$ cat config.mk
export PLATFORM = sky130hd
export DESIGN_NAME = hex_keypad_scanner_flat
export DESIGN_NICKNAME = d
export VERILOG_FILES = /design/src/rtl/hex_keypad_scanner_if.sv /design/src/rtl/hex_keypad_scanner.sv /design/src/flat_wrapper.sv
export SDC_FILE = /design/constraint.sdc
export NUM_CORES = 1
export LEC_CHECK = 0
export BUFFER_PORTS_ARGS = -buffer_cell sky130_fd_sc_hd__buf_2
export CELL_PAD_IN_SITES_DETAIL_PLACEMENT = 0
export CELL_PAD_IN_SITES_GLOBAL_PLACEMENT = 1
export CORE_UTILIZATION = 45
export CTS_BUF_LIST = sky130_fd_sc_hd__clkbuf_4 sky130_fd_sc_hd__clkbuf_8
export CTS_CLUSTER_SIZE = 40
export DETAILED_ROUTE_END_ITERATION = 6
export MAX_ROUTING_LAYER = met4
export PLACE_DENSITY = 0.79
export SLEW_MARGIN = 20
export SYNTH_ARGS = -nofsm -noshare
export SYNTH_HDL_FRONTEND = slang
export SYNTH_SLANG_ARGS = --single-unit
$ cat constraint.sdc
create_clock -name clk -period 2.41 [get_ports clk]
set_input_delay 0.3615 -clock clk [delete_from_list [all_inputs] [get_ports clk]]
set_output_delay 0.3615 -clock clk [all_outputs]
set_load 0.05 [all_outputs]
$ cat src/rtl/hex_keypad_scanner_if.sv
// rtl/hex_keypad_scanner_if.sv - keypad matrix and key/number output bundle for the hex keypad scanner
interface hex_keypad_scanner_if;
   logic [3:0]  row_n;
   logic        clear;
   logic [3:0]  col_n;
   logic        key_valid;
   logic [3:0]  key_code;
   logic        key_held;
   logic [15:0] number;

   // scanner side
   modport slave (
      input  row_n, clear,
      output col_n, key_valid, key_code, key_held, number
   );

   // keypad / consumer side
   modport master (
      output row_n, clear,
      input  col_n, key_valid, key_code, key_held, number
   );
endinterface

$ cat src/rtl/hex_keypad_scanner.sv
// rtl/hex_keypad_scanner.sv - 4x4 hex keypad scanner with debounce, key events and 16-bit digit entry
module hex_keypad_scanner #(
   parameter int SCAN_DIV       = 50000,
   parameter int DEBOUNCE_SCANS = 4
) (
   input logic                 clk,
   input logic                 rst,
   hex_keypad_scanner_if.slave kp
);

   localparam int PW = $clog2(SCAN_DIV);
   localparam int CW = $clog2(DEBOUNCE_SCANS + 1);

   localparam logic [PW-1:0] PRESC_MAX = PW'(SCAN_DIV - 1);
   localparam logic [PW-1:0] PRESC_ONE = PW'(1);
   localparam logic [CW-1:0] CNT_ONE   = CW'(1);
   localparam logic [CW-1:0] CNT_DONE  = CW'(DEBOUNCE_SCANS);

   localparam logic [2:0] S_SCAN     = 3'd0;
   localparam logic [2:0] S_DEBOUNCE = 3'd1;
   localparam logic [2:0] S_ACCEPT   = 3'd2;
   localparam logic [2:0] S_HELD     = 3'd3;
   localparam logic [2:0] S_RELEASE  = 3'd4;

   logic [3:0]    sync1_q, sync2_q;
   logic [PW-1:0] presc_q, presc_d;
   logic [1:0]    col_q, col_d;
   logic [2:0]    state_q, state_d;
   logic [CW-1:0] cnt_q, cnt_d;
   logic [1:0]    cand_row_q, cand_row_d;
   logic          key_valid_q, key_valid_d;
   logic [3:0]    key_code_q, key_code_d;
   logic          key_held_q, key_held_d;
   logic [15:0]   number_q, number_d;

   logic [3:0]    rs;
   logic          tick;
   logic          hit;
   logic [1:0]    hit_row;
   logic [CW-1:0] cnt_inc;
   logic          enter_accept;

   assign rs      = sync2_q;
   assign tick    = (presc_q == PRESC_MAX);
   assign hit     = ~&rs;
   assign cnt_inc = cnt_q + CNT_ONE;

   assign kp.col_n     = ~(4'b0001 << col_q);
   assign kp.key_valid = key_valid_q;
   assign kp.key_code  = key_code_q;
   assign kp.key_held  = key_held_q;
   assign kp.number    = number_q;

   // Two-flop synchronizer for the asynchronous row inputs; idles high like the pull-ups
   always_ff @(posedge clk) begin
      if (rst) begin
         sync1_q <= 4'b1111;
         sync2_q <= 4'b1111;
      end else begin
         sync1_q <= kp.row_n;
         sync2_q <= sync1_q;
      end
   end

   // Row priority decode: lowest row index wins when several rows are low
   always_comb begin
      hit_row = 2'd0;
      if (!rs[0])      hit_row = 2'd0;
      else if (!rs[1]) hit_row = 2'd1;
      else if (!rs[2]) hit_row = 2'd2;
      else if (!rs[3]) hit_row = 2'd3;
   end

   // Prescaler, scan/debounce FSM and digit-entry next-state logic
   always_comb begin
      presc_d      = tick ? '0 : presc_q + PRESC_ONE;
      col_d        = col_q;
      state_d      = state_q;
      cnt_d        = cnt_q;
      cand_row_d   = cand_row_q;
      key_valid_d  = 1'b0;
      key_code_d   = key_code_q;
      key_held_d   = key_held_q;
      number_d     = kp.clear ? 16'h0000 : number_q;
      enter_accept = 1'b0;

      case (state_q)
         S_SCAN: begin
            if (tick) begin
               if (hit) begin
                  cand_row_d = hit_row;
                  cnt_d      = CNT_ONE;
                  if (DEBOUNCE_SCANS == 1) enter_accept = 1'b1;
                  else                     state_d      = S_DEBOUNCE;
               end else begin
                  col_d = col_q + 2'd1;
               end
            end
         end
         S_DEBOUNCE: begin
            if (tick) begin
               if (hit && (hit_row == cand_row_q)) begin
                  cnt_d = cnt_inc;
                  if (cnt_inc == CNT_DONE) enter_accept = 1'b1;
               end else begin
                  cnt_d   = '0;
                  state_d = S_SCAN;
                  col_d   = col_q + 2'd1;
               end
            end
         end
         S_ACCEPT: begin
            // A coincident clear wipes the old digits but keeps the new one
            number_d = kp.clear ? {12'h000, key_code_q} : {number_q[11:0], key_code_q};
            state_d  = S_HELD;
         end
         S_HELD: begin
            if (tick && !hit) begin
               cnt_d = CNT_ONE;
               if (DEBOUNCE_SCANS == 1) begin
                  cnt_d      = '0;
                  key_held_d = 1'b0;
                  state_d    = S_SCAN;
                  col_d      = col_q + 2'd1;
               end else begin
                  state_d = S_RELEASE;
               end
            end
         end
         S_RELEASE: begin
            if (tick) begin
               if (!hit) begin
                  cnt_d = cnt_inc;
                  if (cnt_inc == CNT_DONE) begin
                     cnt_d      = '0;
                     key_held_d = 1'b0;
                     state_d    = S_SCAN;
                     col_d      = col_q + 2'd1;
                  end
               end else begin
                  state_d = S_HELD;
               end
            end
         end
         default: state_d = S_SCAN;
      endcase

      // Column stays frozen while a key is in flight, so the candidate column is col_q
      if (enter_accept) begin
         state_d     = S_ACCEPT;
         key_valid_d = 1'b1;
         key_code_d  = {cand_row_d, col_q};
         key_held_d  = 1'b1;
      end
   end

   // State registers with synchronous active-high reset
   always_ff @(posedge clk) begin
      if (rst) begin
         presc_q     <= '0;
         col_q       <= 2'd0;
         state_q     <= S_SCAN;
         cnt_q       <= '0;
         cand_row_q  <= 2'd0;
         key_valid_q <= 1'b0;
         key_code_q  <= 4'h0;
         key_held_q  <= 1'b0;
         number_q    <= 16'h0000;
      end else begin
         presc_q     <= presc_d;
         col_q       <= col_d;
         state_q     <= state_d;
         cnt_q       <= cnt_d;
         cand_row_q  <= cand_row_d;
         key_valid_q <= key_valid_d;
         key_code_q  <= key_code_d;
         key_held_q  <= key_held_d;
         number_q    <= number_d;
      end
   end

endmodule

$ cat src/flat_wrapper.sv
// flat-port wrapper written by rule: the top's interface ports become plain ports
module hex_keypad_scanner_flat 
#(
   parameter int SCAN_DIV       = 50000,
   parameter int DEBOUNCE_SCANS = 4
)
  (clk, rst, kp_row_n, kp_clear, kp_col_n, kp_key_valid, kp_key_code, kp_key_held, kp_number);
  hex_keypad_scanner_if kp_i ();
  input logic clk;
  input logic rst;
  input wire logic [$bits(kp_i.row_n)-1:0] kp_row_n;
  input wire logic [$bits(kp_i.clear)-1:0] kp_clear;
  output wire logic [$bits(kp_i.col_n)-1:0] kp_col_n;
  output wire logic [$bits(kp_i.key_valid)-1:0] kp_key_valid;
  output wire logic [$bits(kp_i.key_code)-1:0] kp_key_code;
  output wire logic [$bits(kp_i.key_held)-1:0] kp_key_held;
  output wire logic [$bits(kp_i.number)-1:0] kp_number;
  assign kp_i.row_n = kp_row_n;
  assign kp_i.clear = kp_clear;
  assign kp_col_n = kp_i.col_n;
  assign kp_key_valid = kp_i.key_valid;
  assign kp_key_code = kp_i.key_code;
  assign kp_key_held = kp_i.key_held;
  assign kp_number = kp_i.number;
  hex_keypad_scanner #(.SCAN_DIV(SCAN_DIV), .DEBOUNCE_SCANS(DEBOUNCE_SCANS)) u_core (.clk(clk), .rst(rst), .kp(kp_i));
endmodule
; After elaboration in Yosys (flattened, before gate mapping)
; Cells that the tools add are included.
[word_totals]
mem_count = 0
word_cells = 105
latchBits = 0
mem_bits_ro = 0
ramBits = 0
out_inout_bits = 26
reg_bits = 56
input_bits = 7
[classes]
multipliers = 0
eq_ne = 24
addsub = 3
n_lt_le_gt_ge = 0
n_bitwise = 1
div_mod_pow = 0
mux = 45
shifts = 1
reduce_logical = 19
[ops]
columns = op, n
row1 = $mux W16, 3
row2 = $mux W3, 14
row3 = $mux W2, 15
row4 = $reduce_and A7 Y1, 3
row5 = $add A16 B1 Y16 const B, 1
row6 = $eq A16 B16 Y1 const B, 1
row7 = $pmux W3 S5, 1
row8 = $ne A2 B1 Y1 const B, 7
row9 = $ne A3 B1 Y1 const B, 4
row10 = $pmux W3 S4, 1
row11 = $mux W1, 10
row12 = $reduce_bool A2 Y1, 5
row13 = $reduce_and A4 Y1, 2
row14 = $reduce_and A8 Y1, 1
row15 = $eq A3 B2 Y1 const B, 2
row16 = $eq A3 B3 Y1 const B, 2
row17 = $ne A3 B2 Y1 const B, 2
row18 = $pmux W2 S3, 1
row19 = $ne A2 B2 Y1 const B, 2
row20 = $ne A4 B3 Y1 const B, 1
row21 = $not A4 Y4, 1
row22 = $reduce_bool A4 Y1, 1
row23 = $reduce_or A2 Y1, 2
row24 = $shl A1 B2 Y4 const A, 1
row25 = other kinds (9), 10

; Longest topological paths before layout
[logic_depth]
ltp_word = 11
depth_mapped = 8
depth_no_buf = 7

; Worst setup path after synthesis
; No wires, ideal clock.
[synth_path]
path_kind = register -> register
from = reg u_core.presc_q[0]
to = reg u_core.state_q[1]
arrival_ns = 1.764
setup_ns = 0.103
path_slack_ns = 0.543
period_less_slack_ns = 1.867
path_buffers = 2
stages_incl_launch_ff = 9
path_cell_list = dfxtp_1 -> ha_1 -> and3_1 -> buf_2 -> nand4_1 -> buf_6 -> a2111oi_4 -> a31oi_2 -> a2111oi_2
[synth_via]
elab_chain_cells = 5
[synth_lines]
columns = item, line
row1 = from (decl), hex_keypad_scanner.sv:26  ; logic [PW-1:0] presc_q, presc_d;
row2 = from (signal assigned), hex_keypad_scanner.sv:170  ; presc_q <= presc_d;
row3 = $eq A16 B16 Y1 (*), hex_keypad_scanner.sv:44  ; assign tick = (presc_q == PRESC_MAX);
row4 = $mux W1, hex_keypad_scanner.sv:101  ; if (tick) begin
row5 = $mux W1, hex_keypad_scanner.sv:87  ; case (state_q)
row6 = "$ne A4 B3 Y1 (no line), or another cell as far along", -
row7 = $reduce_and A7 Y1 (no line), -
row8 = to (signal assigned), hex_keypad_scanner.sv:172  ; state_q <= state_d;
row9 = to (decl), hex_keypad_scanner.sv:28  ; logic [2:0] state_q, state_d;
; Mark *: on every way between the ends. The rest lies on a longest branch, timed or not.
; A chain may end at the register's enable or synchronous reset.

; Worst setup path after layout
[layout_path]
from = reg u_core.presc_q[0]
to = reg u_core.key_code_q[3] (netlist: u_core.kp.key_code[3])
[layout_via]
elab_chain_cells = 3
[layout_lines]
columns = item, line
row1 = $eq A16 B16 Y1 (*), hex_keypad_scanner.sv:44
row2 = $mux W2 / $mux W1 (equally long branches), "hex_keypad_scanner.sv:89, hex_keypad_scanner.sv:101"
row3 = $mux W2 / $mux W1 (equally long branches), hex_keypad_scanner.sv:87
row4 = to (signal assigned), hex_keypad_scanner.sv:176  ; key_code_q <= key_code_d;
row5 = to (decl), hex_keypad_scanner.sv:32  ; logic [3:0] key_code_q, key_code_d;
; Marked as above.

==> impl_metrics.csv <==
group,metric,value,unit
sta,setup_viol,0,
cells_and_area,stdcell_area,2950,µm²
cells_and_area,final_common_cell,"dfxtp_1",
synthesis,muxShareOfSynthArea,1.13,%
sta,min_period_over_period,83.7,%
floorplanning,fp.dieH,78.8,µm
sta,slew_violations,0,
power,power.density,518,nW/µm²
cells_and_area,final_cell_mix,"dfxtp_1, nand2_1, buf_2",
synthesis,synth_ff_type,"dfxtp_1",
routing,routed-via-count,2149,
place,buffer_ports.inserted,32,
synthesis,synth_cells,314,
floorplanning,die_area,6200,µm²
critical_path,crit_fanout,9,
clock_tree,numCtsBuffers,5,
cells_and_area,num_antenna_cells,0,
power,share_comb_of_total_power,4.1,%
synthesis,synthAdderAreaFrac,3.78,%
synthesis,yosysWarnings,0,
grt,grt_pass1_vias,1968,
synthesis,ys_top_cells_by_area,"dfxtp_1, nand2_1, a21oi_1",
sta,period_needed,2.02,ns
routing,final_antenna_net_count,0,
cells_and_area,utilization,52.6,%
floorplanning,num_io_pins,33,
sta,tns,0,ns
grt,antenna_found_initial,0,
synthesis,yosysSeqAreaShare,42.3,%
synthesis,synth_edf_count,0,
sta,fmax,0.495,GHz
sta,finalHoldViolCount,0,
clock_tree,clockRootBuffer,"clkbuf_8",
synthesis,synthSimpleGateAreaFrac,27.9,%
clock_tree,cts_htree_levels,2,
grt,grt_usage,19.8,%
floorplanning,die_w,78.8,µm
clock_tree,cts_tree,"done",
min_path,hold_path_class,"input port to flop",
power,power.switching,0.350,mW
critical_path,critPathCaptureType,"flop",
synthesis,synth_top_family_by_area,"simple AND/OR/NAND/NOR gates",
grt,grt_pass1_wl,9450,µm
synthesis,yosysTopAreaCell,"dfxtp_1",
routing,post-route-drc-count,0,
synthesis,synthXorXnorAreaFrac,4.29,%
power,peakVddDrop,0.372,mV
sta,grt_setup_unrepaired,"no",
floorplanning,core,5610,µm²
synthesis,ys_ff_latch,56,
synthesis,syn_area,2650,µm²
sta,slew_headroom,56.3,%
clock_tree,ctsResizeCount,0,
synthesis,synth.distinct_cells,53,
routing,drt_pre_antenna_iters,4,
synthesis,syn_nets,329,
routing,avgRoutedWirePerCell,12.9,µm
synthesis,synthArstFlopShare,0,%
power,p_int,1.18,mW
synthesis,avgSynthCellArea,8.44,µm²
critical_path,start_kind,"flop",
floorplanning,row_count,27,
power,power_frac_clock,34.2,%
power,seqPwrFrac,61.7,%
routing,routed_wirelength,5340,µm
grt,grt_max_degree,37,
cells_and_area,area_delta_synth_final,11.3,%
sta,finClkSkew,0.00993,ns
power,swShare,22.9,%
clock_tree,cts_setup_buffers,0,
synthesis,synth_top_area_share,42.3,%
sta,hold_ws,0.232,ns
critical_path,cp.arrival,2.27,ns
floorplanning,initial_utilization,47.3,%
cells_and_area,drive_above_1_share,19.4,%
place,dp_hpwl,3730,µm
clock_tree,clock_sinks,56,
power,cellLeakagePower,1.14,nW
routing,vias_per_cell,5.20,
sta,tightest_slew,0.655,ns
place,gp_congestion,0.830,
job,cap_violations,0,
routing,drt_iter0_drc,111,
status,status,"finished clean",
place,dpl_cell_area,2860,µm²
cells_and_area,nets,355,
power,finalPower,1.53,mW
clock_tree,clock_latency,0.31,ns
clock_tree,hold_buffers,0,
critical_path,cp_data_required_time,2.66,ns
clock_tree,clkSlewWorstSetupHoldPaths,0.10,ns
clock_tree,clockBufferDepth,2,
critical_path,critPathKind,"flop to flop",
grt,grt_overflow_total,0,
synthesis,synth_compound_area_share,15.5,%
==> metrics by stage <==
step,setup WS [ns],instances
CTS,0.373,413
floorplan,0.543,314
detailed placement,0.391,405
global route,0.209,413
finish,0.392,413
global placement,0.453,405
==> synth_stat cells, types with 4 or more instances <==
library cell / number
ha_1: 8
or3_1: 4
nor3b_1: 4
nor2_1: 28
a21oi_1: 29
nand3_1: 14
nor3_1: 9
o21ai_0: 6
xnor2_1: 5
dfxtp_1: 56
nand2_1: 42
or2_2: 9
nand4_1: 5
inv_1: 13
clkbuf_1: 14
xor2_1: 8
nand3b_1: 5
and3_1: 5
==> final timing paths <==
path | cells past startpoint | end | slack [ns] | from
worst min register to register | 1 | u_core.rs[3]$_SDFF_PP1_ | 0.42 | u_core.sync1_q[3]$_SDFF_PP1_
worst max register to register | 7 | u_core.kp.key_code[3]$_SDFFE_PP0P_ | 0.39 | u_core.presc_q[0]$_SDFF_PP0_
worst max-delay path | 7 | u_core.kp.key_code[3]$_SDFFE_PP0P_ | 0.39 | u_core.presc_q[0]$_SDFF_PP0_
worst min-delay path | 2 | u_core.sync1_q[0]$_SDFF_PP1_ | 0.23 | kp_row_n[0]
==> routing by layer <==
metal	track usage, %	wire length [µm]	vias to the layer above
li1	-	-	1139
met1	26.3	2750	968
met2	30.4	2350	37
met3	4.14	201	5
met4	5.56	43	0
met5	-	0	-
==> cells by family after synthesis <==
kind of cell | Yosys count
AO/OA/AOI/OAI | 60
buffers and inverters | 31
flip-flops | 56
multiplexers | 3
AND/OR/NAND/NOR | 143
XOR/XNOR | 13
adder cells (fa/ha/maj) | 8
==> power by group through the flow <==
stage,clock (mW),sequential [mW],combinational [mW]
6_report,0.523,0.943,0.0632
5_1_grt,0.588,0.945,0.0723
4_1_cts,0.546,0.943,0.0640
3_5_place_dp,0,0.964,0.0637
3_3_place_gp,0,0.964,0.0639
2_1_floorplan,0,0.962,0.0505
==> area by class of cell <==
class | count | area, µm²
inverter | 13 | 48.8
fill | 566 | 2660
multi-input combinational | 227 | 1400
clock buffer | 6 | 76.3
tap | 72 | 90.1
timing repair buffer | 37 | 198
clock inverter | 2 | 16.3
sequential | 56 | 1120
==> worst max-delay path, cell delays in order (launching register included) <==
cell and delay (ns):
dfxtp_1 0.36, ha_1 0.18, and3_1 0.28, nand4_1 0.22
buf_4 0.24, a2111o_1 0.42, nor2_1 0.15, a21o_1 0.12
==> flip-flops by register name, summed over array words and instances, names as in the netlist <==
name,count
u_core.presc_q,16
u_core.kp.key_valid,1
u_core.cand_row_q,2
u_core.col_q,2
u_core.kp.number,16
u_core.rs,4
u_core.sync1_q,4
u_core.kp.key_held,1
u_core.state_q,3
u_core.cnt_q,3
u_core.kp.key_code,4
Power figures use the tool's default switching activity.
